**src/rtl/layer_sequencer.sv**
```systemverilog
// layer_sequencer: runs the LeNet-5 layer blocks one at a time, with a guard gap, a watchdog and abort.
// Optional SEQ_PERF_CNT_EN: latch the busy-cycle count of each completed inference on total_cycles.
module layer_sequencer #(
  parameter int NUM_LAYERS  = 5,
  parameter int TIMEOUT_W   = 20,
  parameter int TIMEOUT_CYC = 500000,
  parameter int GAP_CYC     = 2
) (
  input  logic                  clk,
  input  logic                  rst,
  input  logic                  start,
  input  logic                  abort,
  input  logic [NUM_LAYERS-1:0] layer_done,
  output logic [NUM_LAYERS-1:0] layer_en,
  output logic                  busy,
  output logic                  done,
  output logic                  error,
  output logic [2:0]            cur_layer,
  output logic [2:0]            err_layer,
  output logic [31:0]           total_cycles
);
  localparam int IDX_W = (NUM_LAYERS > 1) ? $clog2(NUM_LAYERS) : 1;
  localparam int GAP_W = $clog2(GAP_CYC + 1);

  typedef enum logic [2:0] {S_IDLE, S_RUN, S_GAP, S_FINISH, S_ERR} state_t;

  state_t                r_state;
  logic [NUM_LAYERS-1:0] r_en;
  logic                  r_busy, r_done, r_error;
  logic [2:0]            r_cur, r_err_layer;
  logic [TIMEOUT_W-1:0]  r_wdog;
  logic [GAP_W-1:0]      r_gap;

  logic w_accept, w_cur_done, w_tmo, w_gap_ok, w_last, w_gap_exit;

  assign w_accept   = (r_state == S_IDLE || r_state == S_ERR) && start && !abort;
  assign w_cur_done = layer_done[r_cur[IDX_W-1:0]];
  assign w_tmo      = (r_wdog >= TIMEOUT_W'(TIMEOUT_CYC - 1));
  assign w_gap_ok   = (r_gap >= GAP_W'(GAP_CYC - 1));
  assign w_last     = (r_cur == 3'(NUM_LAYERS - 1));
  // A layer still holding done keeps us in GAP so its FSM is back in IDLE first
  assign w_gap_exit = (r_state == S_GAP) && !abort && w_gap_ok && !w_cur_done;

  always_ff @(posedge clk) begin
    if (rst) begin
      r_state     <= S_IDLE;
      r_en        <= '0;
      r_busy      <= 1'b0;
      r_done      <= 1'b0;
      r_error     <= 1'b0;
      r_cur       <= '0;
      r_err_layer <= '0;
      r_wdog      <= '0;
      r_gap       <= '0;
    end else begin
      r_done <= 1'b0;
      case (r_state)
        S_IDLE, S_ERR: begin
          if (w_accept) begin
            r_state     <= S_RUN;
            r_cur       <= '0;
            r_en        <= NUM_LAYERS'(1);
            r_busy      <= 1'b1;
            r_error     <= 1'b0;
            r_err_layer <= '0;
            r_wdog      <= '0;
          end
        end
        S_RUN: begin
          if (abort) begin
            r_state <= S_IDLE;
            r_en    <= '0;
            r_busy  <= 1'b0;
          end else if (w_cur_done) begin
            r_state <= S_GAP;
            r_en    <= '0;
            r_gap   <= '0;
            r_wdog  <= '0;
          end else if (w_tmo) begin
            r_state     <= S_ERR;
            r_en        <= '0;
            r_busy      <= 1'b0;
            r_error     <= 1'b1;
            r_err_layer <= r_cur;
          end else begin
            r_wdog <= (&r_wdog) ? r_wdog : r_wdog + 1'b1;
          end
        end
        S_GAP: begin
          if (abort) begin
            r_state <= S_IDLE;
            r_busy  <= 1'b0;
          end else if (w_gap_exit) begin
            if (w_last) begin
              r_state <= S_FINISH;
              r_done  <= 1'b1;
              r_busy  <= 1'b0;
            end else begin
              r_state <= S_RUN;
              r_cur   <= r_cur + 3'd1;
              r_en    <= NUM_LAYERS'(1) << (r_cur + 3'd1);
              r_wdog  <= '0;
            end
          end else if (w_tmo) begin
            r_state     <= S_ERR;
            r_busy      <= 1'b0;
            r_error     <= 1'b1;
            r_err_layer <= r_cur;
          end else begin
            r_wdog <= (&r_wdog) ? r_wdog : r_wdog + 1'b1;
            r_gap  <= (&r_gap) ? r_gap : r_gap + 1'b1;
          end
        end
        S_FINISH: r_state <= S_IDLE;
        default:  r_state <= S_IDLE;
      endcase
    end
  end

`ifdef SEQ_PERF_CNT_EN
  logic [31:0] r_perf, r_total, w_perf_inc;
  assign w_perf_inc = (&r_perf) ? r_perf : r_perf + 32'd1;

  // The finishing cycle is still a busy cycle, so latch the incremented count
  always_ff @(posedge clk) begin
    if (rst) begin
      r_perf  <= '0;
      r_total <= '0;
    end else begin
      if (w_accept)    r_perf <= '0;
      else if (r_busy) r_perf <= w_perf_inc;
      if (w_gap_exit && w_last) r_total <= w_perf_inc;
    end
  end
  assign total_cycles = r_total;
`else
  assign total_cycles = '0;
`endif

  assign layer_en  = r_en;
  assign busy      = r_busy;
  assign done      = r_done;
  assign error     = r_error;
  assign cur_layer = r_cur;
  assign err_layer = r_err_layer;
endmodule

```
**config.mk**
```make
export PLATFORM = sky130hd
export DESIGN_NAME = layer_sequencer
export DESIGN_NICKNAME = d
export VERILOG_FILES = /design/src/rtl/layer_sequencer.sv
export SDC_FILE = /design/constraint.sdc
export NUM_CORES = 1
export LEC_CHECK = 0
export CAP_MARGIN = 10
export CORE_ASPECT_RATIO = 0.7
export CORE_UTILIZATION = 45
export CTS_CLUSTER_DIAMETER = 80
export DETAILED_ROUTE_END_ITERATION = 10
export GPL_TIMING_DRIVEN = 1
export PLACE_DENSITY = 0.75
export SYNTH_ARGS = -nofsm -noshare
export SYNTH_HDL_FRONTEND = slang
export SYNTH_SLANG_ARGS = --single-unit
export TNS_END_PERCENT = 5
```
**constraint.sdc**
```tcl
create_clock -name clk -period 2 [get_ports clk]
set_input_delay 0.3 -clock clk [delete_from_list [all_inputs] [get_ports clk]]
set_output_delay 0.3 -clock clk [all_outputs]
set_load 0.05 [all_outputs]
```
==> results.txt, run 1 <==
* Run status: complete, but fails checks
- The final reports fail on negative setup slack.
* Top cell type's share of synthesized area: between 20 and 30%
- The via count of the first global-routing pass came to around 2.3k.
- Most frequent cells in the layout: sky130_fd_sc_hd__buf_4, sky130_fd_sc_hd__dfxtp_1, sky130_fd_sc_hd__conb_1, sky130_fd_sc_hd__nor2_1, sky130_fd_sc_hd__clkdlybuf4s50_1
- In this run the vertical extent of the chip is 65.8 µm.
- Maximum VDD drop: ~0.27 mV
- MaxCap Viol Count: 0
- Post-route DRC violation count: 0
- Global routing used 22.9% of the available tracks across all layers.
* Post-synthesis instance area: 0.00261 mm²
- Number of standard-cell rows in the floorplan: 22
- The critical path is of the flip-flop to flip-flop type.
- In the finished design, the share of the clock period the worst path needs comes to 101%.
* Clock latency reported for the late side of the worst-skew pair: a little under 0.3 ns
* Worst setup slack after placement: -0.455 ns
- Of all nets on the critical path, the largest fanout is 6.
* Total overflow reported by the global router: 0
* Final WL: 7.04 mm
- Setup repair after global routing could not meet its margin everywhere.
- Seq/Total Area, Yosys: roughly 30%
* Setup violation total in the final timing report: 3
- Fraction of registers with async set or reset after synthesis: 0%
- Synth Area in XOR/XNOR: 4.02%
- Worst-margin pin slew: 0.508 ns
- Once detailed placement completed, the half-perimeter wirelength came to slightly above 5 mm.
* Clock sink total: 39
- Hold slack: approximately 0.46 ns
- Cts bufs inserted: 5
* Minimum clock period after layout: approximately 2 ns
* Clock tree from TritonCTS: done
- Summing the areas of all compound-gate instances in the mapped netlist gives between 20 and 25% of the synthesized area.
- Largest net degree at the start of global routing: 13
* Syn_area_per_cell: approximately 8.4 µm²
* Area of the die: just over 0.006 mm²
- The largest individual stage delay along the critical path comes from the cell sky130_fd_sc_hd__or3_1.
* Chain of cells forming the critical path: nand2b_1 > or3_4 > buf_4 > a21o_4 > or3_1 > xor2_2 > nor2_2
- Leakage power of the design: around 1.3 nW
- Measured against its own limit, the worst slew margin works out to roughly two thirds.
- Number of warnings printed during yosys synthesis: 0
- Most common cell after layout, fill and taps aside: sky130_fd_sc_hd__buf_4
- I/O pin total: 55
* Hold-fix buffers at CTS: 0
* Class of the worst hold path: flip-flop to flip-flop
- Final Worst Setup Slack: -0.0227 ns
* RePlAce Congestion: 0.944
- Adder-Cell Fraction of Synth Area: under 10%
- For this block, the initial DRC count from the detailed router was between 200 and 250.
- From synthesis to final layout, the design area changed by 31.5%.
* Data arrival at the endpoint of the critical path: between 2 and 2.5 ns
- Top FF cell, synth: sky130_fd_sc_hd__dfxtp_1
* Antenna Cells: 0
* Routed wire length per instance: 15.4 µm
- Cell count after synthesis: ~310
* Power density of the placed cells: roughly 500 mW/mm²
- Measured on the finished design, the core utilization comes to 63.4%.
- Data required time of the worst path: ~2.2 ns
- Final Net Count: 403
- By area the synthesized netlist is led by sky130_fd_sc_hd__dfxtp_1, sky130_fd_sc_hd__buf_4, sky130_fd_sc_hd__ha_1, sky130_fd_sc_hd__xor2_1, sky130_fd_sc_hd__nor2_1.
- Summing the areas of all and, or, nand and nor instances in the mapped netlist gives about 24% of the synthesized area.
* Core ar.: about 0.0054 mm²
- The largest total area in the synthesized netlist belongs to sky130_fd_sc_hd__dfxtp_1.
- Final count of hold timing violations: 0
- Capturing element type of the critical path: flip-flop
* Clock slew seen by the registers of the worst setup and hold paths: ~0.080 ns
* Count of unique library cells instantiated by Yosys: 67
* Highest clock rate: 494 MHz
* Power, Total: 1.71 mW
- After filler insertion, the fill cell instance count of the layout stands at 470.
* H-tree depth: 2
* Count of port buffers added during placement: 22
- First-pass DRT Iterations: 5
* Final slew viol count: 0
* Root Driver: sky130_fd_sc_hd__clkbuf_8
- The synthesized design contains 0 enable-type register cells.
- After detailed routing, the number of vias per cell comes to between 5 and 6.
- The number of antenna violations at the first check in global routing was 0.
- STA classifies the critical path startpoint as a flip-flop.
- The first global-routing pass estimated about 11 mm of wire.
- In this design, the stage delay of the slowest critical-path cell is 0.42 ns.
- Mux share of post-synthesis cell area: under 10%
- Number of storage elements in the synthesis netlist: 39
- In this run the deepest clock path goes through 2 buffers.
* Worst Clk Skew: 0.00764 ns
- Antenna Violating Nets Remaining: 0
- Across all layers, the routed design uses 2495 vias.
* Die span in x: a little over 90 µm
- Dominant combinational cell family by area after synthesis: simple AND/OR/NAND/NOR gates
* Effective utilization at floorplan: ~48%
- Ratio of cells with drive above 1 in the final layout: about 30%
- Adding up every negative setup slack in the final design gives -0.0399 ns.
worst max-delay path, delay by kind of cell, from the launching register on:
family	cells	cell delay (ns)
simple gates	4	0.98
flops	1	0.35
compound gates	1	0.24
buf+inv	1	0.18
xor+xnor	1	0.17
per-layer routing:
metal  up-vias  global-route usage (%)  share of wire, %
met2       115                    34.3                44
met4         0                    5.38              0.91
met5         -                       0                 0
met1      1175                    33.4                49
li1       1199                       -                 -
met3         6                    4.63               6.4
metrics by stage:
step / instances / instance area [µm²]
after floorplan: 343 / 2750
after global placement: 447 / 3130
after detailed placement: 447 / 3130
after CTS: 455 / 3270
after global routing: 457 / 3440
final: 457 / 3440
where the power goes:
part,switching (mW),leakage (nW),internal [mW]
sequential,0.00756,0.318,0.783
combinational,0.282,0.956,0.111
clock,0.281,0.0422,0.245
total,0.570,1.32,1.14
what timing repair did:
action,CTS,global route
setup buffers,0,1
gates resized for setup,10,36
pin swaps,2,12
gates cloned,0,1
endpoints found under the setup margin,27,38
flip-flops by register name (all words and copies together) (netlist names):
| register | cells |
|---|---|
| busy | 1 |
| r_state | 3 |
| error | 1 |
| done | 1 |
| r_wdog | 20 |
| layer_en | 5 |
| err_layer | 3 |
| cur_layer | 3 |
| r_gap | 2 |
cells in the mapped netlist (all sizes together), types with 3 or more instances:
cell type  count
a21oi         18
a31oi          3
buf           42
clkbuf         3
dfxtp         39
ha            10
inv           15
mux2i          5
nand2         21
nand2b         3
nand3         15
nand4         10
nor2          26
nor2b          4
nor3          12
nor3b          3
nor4           4
o211ai         4
o21a           3
o21ai         14
o22ai          4
o41ai          3
or3            6
xor2          11
final timing paths:
check	start	endpoint	slack, ns	cells after the start
worst min-delay path	err_layer[1]	err_layer[1]	0.46	2
worst min register to register	err_layer[1]	err_layer[1]	0.46	2
worst max register to register	r_state[1]	r_wdog[8]	-0.02	7
worst max-delay path	r_state[1]	r_wdog[8]	-0.02	7
cell families after synthesis:
logic type | Yosys count
mux | 5
buf+inv | 60
simple gates | 115
other cells | 1
compound gates | 70
fa+ha+maj | 10
xor+xnor | 12
flops | 39
area by class of cell:
class	count	area, µm²	share of cell area (%)
Multi-Input combinational cell	244	1750	50.8
Timing Repair Buffer	79	669	19.5
Tap cell	72	90.1	2.62
Clock buffer	7	76.3	2.22
Clock inverter	1	5.00	0.146
Inverter	15	56.3	1.64
Sequential cell	39	793	23.1
No activity file was read; power rests on OpenSTA's default activity.
==> inputs of run 2 (changes only) <==
- RECOVER_POWER: unset -> 25
==> run 2 against run 1 <==
The run still ends with negative setup slack left. Clock-buffer cell count unchanged. Global-route usage unchanged. Critical path depth stayed put. Design area stayed put. Combinational power barely moved. Highest routed layer unchanged. Sequential power barely moved. Flip-flop and latch count stayed put. Power hardly changed.
==> results.txt, run 2 (synthesis results as in run 1) <==
- Critical Path Start Type: flip-flop
- The sum of routed wire length over all layers was 7.02 mm (-0.30%).
* Ratio of cells with drive above 1 in the final layout: 29.9% (unchanged)
- The placed instance area came to 0.00313 mm² (unchanged).
- The I/O pin count came to 55 (unchanged).
- Number of flip-flops under the largest register name: 20 (unchanged)
- Antenna violations before repair: 0 (unchanged)
* Number of cells traversed by the worst hold path: 2 (unchanged)
* Leakage power of the design: 1.33 nW (+1.3%)
* Routed wire length per instance: 15.4 µm (-0.30%)
* Core ar.: 0.00542 mm² (unchanged)
- The setup slack after layout came to -0.0210 ns (+0.00172 ns).
* Power, Total: 1.71 mW (about the same)
- Among all stages on the critical path, the largest delay is contributed by sky130_fd_sc_hd__or3_1.
- The critical path is of the flip-flop to flip-flop type.
- The clock net sink count came to 39 (unchanged).
- The remaining max-slew budget at the tightest pin came to 65.6% (-0.47 points).
- Most common cell after layout, fill and taps aside: sky130_fd_sc_hd__buf_4
* Clock slew seen by the registers of the worst setup and hold paths: 0.08 ns (about the same)
- Capturing element type of the critical path: flip-flop
* Drt first-iter violations: 220 (unchanged)
- The number of buffers created by CTS came to 5 (unchanged).
- The endpoint required time on the critical path came to 2.19 ns (about the same).
- The arrival time of data at the critical path endpoint came to 2.21 ns (about the same).
- Overall routing resource usage: 22.9% (unchanged)
- H-tree depth: 2 (unchanged)
- DR vias: 2490 (-0.20%)
* Antenna Cells: 0 (unchanged)
- Period Utilization, post-route: 101% (about the same)
* Max clock buf depth: 2 (unchanged)
- The instance count on the critical path is 7 (unchanged).
- Vias in the first global route: 2254 (unchanged)
* Maximum VDD drop: 0.274 mV (about the same)
* Most flop-heavy register: r_wdog
* Hold slack: 0.459 ns (unchanged)
- The final instance area is 0.00344 mm² (unchanged).
- The number of cells on the worst reg-to-reg path was 7 (unchanged).
* Setup repair after global routing missed its margin: true
* Run status: complete, but fails checks
- The max-cap check violation count is 0 (unchanged).
* Count of port buffers added during placement: 22 (unchanged)
- On the critical path the largest part of the delay comes from simple AND/OR/NAND/NOR gates.
- The placer congestion estimate came to 0.944 (unchanged).
- The largest net degree at the start of global routing was 13 (unchanged).
* Final slew viol count: 0 (unchanged)
- Summed negative setup slack over all endpoints: -0.0397 ns (+0.000278 ns)
- Failing checks: negative setup slack
- Area of the die: 0.00612 mm² (unchanged)
- Class of the worst hold path: flip-flop to flip-flop
- Setup violation total in the final timing report: 3 (unchanged)
- The count of endpoints failing hold in the final timing report was 0 (unchanged).
- Leaving out fill and tap cells, the most frequent cells in the layout are sky130_fd_sc_hd__buf_4, sky130_fd_sc_hd__dfxtp_1, sky130_fd_sc_hd__conb_1, sky130_fd_sc_hd__nor2_1, sky130_fd_sc_hd__nand2_1.
- Die outline height: 65.8 µm (unchanged)
* Number of standard-cell rows in the floorplan: 22 (unchanged)
* Number of buffers and inverters on the critical path: 1 (unchanged)
- Clock tree from TritonCTS: done
- Worst-margin pin slew: 0.515 ns (+0.00688 ns)
* Effective utilization at floorplan: 48.2% (unchanged)
- Power density of the placed cells: 497 mW/mm² (about the same)
* Maximum single-stage delay on the critical path: 0.42 ns (about the same)
- The vias per cell was 5.45 (-0.20%).
* Minimum clock period after layout: 2.02 ns (-0.00172 ns)
- The clock latency of the later-clocked register in the worst-skew pair was 0.29 ns (about the same).
- The overflow left after global routing is 0 (unchanged).
* Die span in x: 93.1 µm (unchanged)
* Antenna Violating Nets Remaining: 0 (unchanged)
- The timing-limited maximum frequency is 495 MHz (about the same).
* First-pass DRT Iterations: 5 (unchanged)
- Worst Clk Skew: 0.00751 ns (-0.000129 ns)
- CTS placed an instance of sky130_fd_sc_hd__clkbuf_8 at the clock tree root.
- The first-pass GRT wire length is 11.0 mm (unchanged).
- Chain of cells forming the critical path: nand2b_1 > or3_4 > buf_4 > a21o_4 > or3_1 > xor2_2 > nor2_2
- Post-DP HPWL: 5.05 mm (unchanged)
* Layout Utilization: 63.4% (unchanged)
- The net count of the finished layout is 403 (unchanged).
- The layout overhead on the synthesized area came to 31.5% (unchanged).
- The peak fanout along the critical path was 6 (unchanged).
- Post-route DRC violation count: 0 (unchanged)
-- run 2: changes by cell type in the layout (fill, tap and decap cells not counted) --
cell,before,now
sky130_fd_sc_hd__clkdlybuf4s50_1,21,16
sky130_fd_sc_hd__dlygate4sd3_1,0,5
-- run 2: layer usage --
| layer | global-route usage (%) | wire length [µm] |
|---|---|---|
| met1 | 33.4 | 3420 |
| met4 | 5.38 | 39 |
| met3 | 4.63 | 470 |
| met2 | 34.3 | 3080 |
| met5 | 0 | 0 |
-- run 2: path summary, 6_finish.rpt --
path | start | to | slack (ns)
worst max-delay path | r_state[1] | r_wdog[8] | -0.02
worst min-delay path | err_layer[1] | err_layer[1] | 0.46
worst max register to register | r_state[1] | r_wdog[8] | -0.02
worst min register to register | err_layer[1] | err_layer[1] | 0.46
-- run 2: power by group --
| part | total [mW] | internal, mW | switching, mW |
|---|---|---|---|
| logic | 0.392 | 0.111 | 0.281 |
| registers | 0.790 | 0.783 | 0.00744 |
| clock network | 0.526 | 0.245 | 0.280 |
| total | 1.71 | 1.14 | 0.569 |
-- run 2: through the flow --
| step | setup slack (ns) | cells |
|---|---|---|
| floorplan | -0.0181 | 343 |
| CTS | -0.0560 | 455 |
| finish | -0.0210 | 457 |
| global placement | -0.408 | 447 |
| global route | -0.131 | 457 |
| detailed placement | -0.455 | 447 |
-- run 2: final cells by class --
cell class,instances,area [µm²]
tap,72,90.1
clock inverter,1,5.00
sequential,39,793
multi-input combinational,244,1750
timing repair buffer,79,669
clock buffer,7,76.3
fill,470,1990
inverter,15,56.3
-- run 2: repair_timing --
action / in CTS / in global routing
hold buffers: 0 / 0
resized for setup: 10 / 36
pin swaps: 2 / 12
setup endpoints to repair: 27 / 38
buffers inserted: 0 / 1
cloned: 0 / 1
-- run 2: worst min-delay path, stage by stage, from the launching register on --
cell and delay (ns):
sky130_fd_sc_hd__dfxtp_1 0.31, sky130_fd_sc_hd__nand2_1 0.05, sky130_fd_sc_hd__mux2i_1 0.05
==> inputs of run 3 (changes only) <==
- CAP_MARGIN: 10 -> unset
- SETUP_SLACK_MARGIN: unset -> 0.4
==> run 3 against run 2 <==
The run now ends clean. Sequential share of layout area is 1.2 points higher. Clock power increased by 4.8%. First-iteration DRC count decreased by 20%. Critical path depth up 3. Worst hold slack better by 0.0039 ns. Routed wire length is 6.6% lower. Power is 1.2% higher.
==> results.txt, run 3 (synthesis results as in run 1) <==
* Die outline height: 65.8 µm (unchanged)
* H-tree depth: 2 (unchanged)
* Clock latency reported for the late side of the worst-skew pair: 0.29 ns (about the same)
- The standard cell core area was 0.00542 mm² (unchanged).
- The total power divided by cell area came to 521 mW/mm² (+4.9%).
* Period Utilization, post-route: 99.0% (-2.1 points)
- Clock tree synthesis selected as its root buffer the cell sky130_fd_sc_hd__clkbuf_8.
- Critical setup path kind: flip-flop to flip-flop
- Layout Utilization: 61.1% (-2.3 points)
- The final count of negative-setup-slack endpoints was 0 (-3).
* Data required time of the worst path: 2.18 ns (about the same)
* Antenna violations before repair: 0 (unchanged)
- Effective utilization at floorplan: 48.2% (unchanged)
- The count of endpoints failing hold in the final timing report came to 0 (unchanged).
* MaxCap Viol Count: 0 (unchanged)
- STA classifies the critical path endpoint as a flip-flop.
- Most common cell after layout, fill and taps aside: sky130_fd_sc_hd__buf_4
- Ratio of cells with drive above 1 in the final layout: 29.7% (-0.19 points)
- Antenna Cells: 0 (unchanged)
- Final WL: 6.55 mm (-6.6%)
- The routed wirelength normalized by instance count was 14.7 µm (-4.3%).
* Clock slew seen by the registers of the worst setup and hold paths: 0.08 ns (about the same)
- Largest net degree at the start of global routing: 14 (+1)
* Number of standard-cell rows in the floorplan: 22 (unchanged)
- The first-pass GRT wire length is 10.6 mm (-3.5%).
* Clock tree from TritonCTS: done
- The timing-limited maximum frequency was 505 MHz (+2.1%).
- P&R area growth vs syn: 26.8%
- STA classifies the critical path startpoint as a flip-flop.
* Clock sink total: 39 (unchanged)
- The number of cells after detailed placement came to 431 (-3.6%).
- The net count of the finished layout came to 393 (-2.5%).
- The overflow left after global routing came to 0 (unchanged).
- The placer congestion estimate is 0.894 (-5.3%).
- Final slew viol count: 0 (unchanged)
* Data arrival at the endpoint of the critical path: 2.16 ns (-0.05 ns)
- Max clock buf depth: 2 (unchanged)
- The number of iterations in the first detailed-routing pass came to 7 (+2).
* Count of port buffers added during placement: 22 (unchanged)
- The estimated wirelength of the detail-placed design was 4.69 mm (-7.0%).
- Most frequent cells in the layout: sky130_fd_sc_hd__buf_4, sky130_fd_sc_hd__conb_1, sky130_fd_sc_hd__dfxtp_1, sky130_fd_sc_hd__nor2_1, sky130_fd_sc_hd__nand2_1
* Most flop-heavy register: r_wdog
* Drt via density: 5.34 (-1.9%)
* Biggest fanout along the worst timing path: 10 (+4)
- The detailed router's first-iteration violation count was 176 (-20%).
- The worst-case vdd ir drop is 0.244 mV (-11%).
- DR vias: 2383 (-4.3%)
* Run status: finished clean
- The number of flip-flops under the largest register name came to 20 (unchanged).
* Worst Clk Skew: 0.00592 ns (-0.00159 ns)
- Register area: 805 µm² (+1.4%)
* Area of the die: 0.00612 mm² (unchanged)
* Antenna Violating Nets Remaining: 0 (unchanged)
- The final critical-path required period is 1.98 ns (-0.0417 ns).
* Layout filler cell count: 481 (+2.3%)
- Worst-margin pin slew: 0.606 ns (+0.0917 ns)
* Power, Total: 1.73 mW (+1.2%)
- Area taken by multi-input logic gates: 0.00172 mm² (-1.5%)
* Post-route DRC violation count: 0 (unchanged)
- Fin cells: 446 (-2.4%)
* Leakage power of the design: 1.34 nW (+0.61%)
* Hold-fix buffers at CTS: 0 (unchanged)
- The via count of the first global-routing pass is 2239 (-0.67%).
* Class of the worst hold path: flip-flop to flip-flop
- Setup repair after global routing missed its margin: true
- Hold slack: 0.463 ns (+0.00387 ns)
- Die span in x: 93.1 µm (unchanged)
* Cts bufs inserted: 5 (unchanged)
- The remaining max-slew budget at the tightest pin came to 59.8% (-5.8 points).
- I/O pin total: 55 (unchanged)
- The global-route total usage across every layer is 22.5% (-0.42 points).
-- run 3: cell types whose count changed in the layout (fill, tap and decap cells not counted), sizes merged --
cell | before | now
clkinvlp | 0 | 1
dlygate4sd3 | 5 | 0
buf | 57 | 47
dlymetal6s2s | 0 | 6
clkdlybuf4s50 | 16 | 7
inv | 15 | 14
clkbuf | 7 | 14
-- run 3: metrics by stage --
step           TNS [ns]  worst slack, ns  cell area, µm²
2_1_floorplan         0           0.0192            2790
6_report              0           0.0208            3310
3_3_place_gp      -8.99           -0.342            3040
3_5_place_dp      -9.61           -0.378            3040
5_1_grt          -0.649          -0.0570            3310
4_1_cts               0           0.0435            3240
-- run 3: final cells by class --
cell class,count,share of cell area (%)
inverters,15,1.81
well taps,72,2.72
clock inverters,1,0.151
clock buffers,6,2.49
multi-input cells,244,51.9
flip-flops and latches,39,24.3
repair buffers,69,16.6
-- run 3: repair_timing --
item | in CTS | in global routing
cloned | 0 | 0
buffers inserted | 6 | 2
gates resized for setup | 17 | 38
pin swaps | 12 | 9
setup endpoints to repair | 52 | 52
-- run 3: worst paths after layout --
kind	startpoint	to	slack, ns	depth (start not counted)
worst max-delay path	r_gap[1]	r_wdog[9]	0.02	10
worst max register to register	r_gap[1]	r_wdog[9]	0.02	10
worst min register to register	err_layer[1]	err_layer[1]	0.46	2
worst min-delay path	err_layer[1]	err_layer[1]	0.46	2
-- run 3: critical path, cell delays in order, from the launching register on --
cell and delay, ns:
sky130_fd_sc_hd__dfxtp_2 0.33, sky130_fd_sc_hd__inv_1 0.04, sky130_fd_sc_hd__ha_2 0.21, sky130_fd_sc_hd__nor3_2 0.20
sky130_fd_sc_hd__o311a_1 0.21, sky130_fd_sc_hd__a21boi_4 0.23, sky130_fd_sc_hd__buf_6 0.14, sky130_fd_sc_hd__o32ai_4 0.09
sky130_fd_sc_hd__o21ai_4 0.17, sky130_fd_sc_hd__buf_4 0.19, sky130_fd_sc_hd__nor2_1 0.07
-- run 3: layer usage --
metal | wire length [µm] | up-vias | GRT usage (%)
met5 | 0 | - | 0
met4 | 93 | 0 | 7.12
met3 | 454 | 11 | 6.71
met2 | 2680 | 105 | 31.9
met1 | 3330 | 1088 | 32.1
li1 | - | 1179 | -
-- run 3: power breakdown --
part	switching, mW	internal [mW]	total, mW
clock network	0.280	0.271	0.551
registers	0.00734	0.780	0.787
logic	0.278	0.111	0.389
total	0.566	1.16	1.73
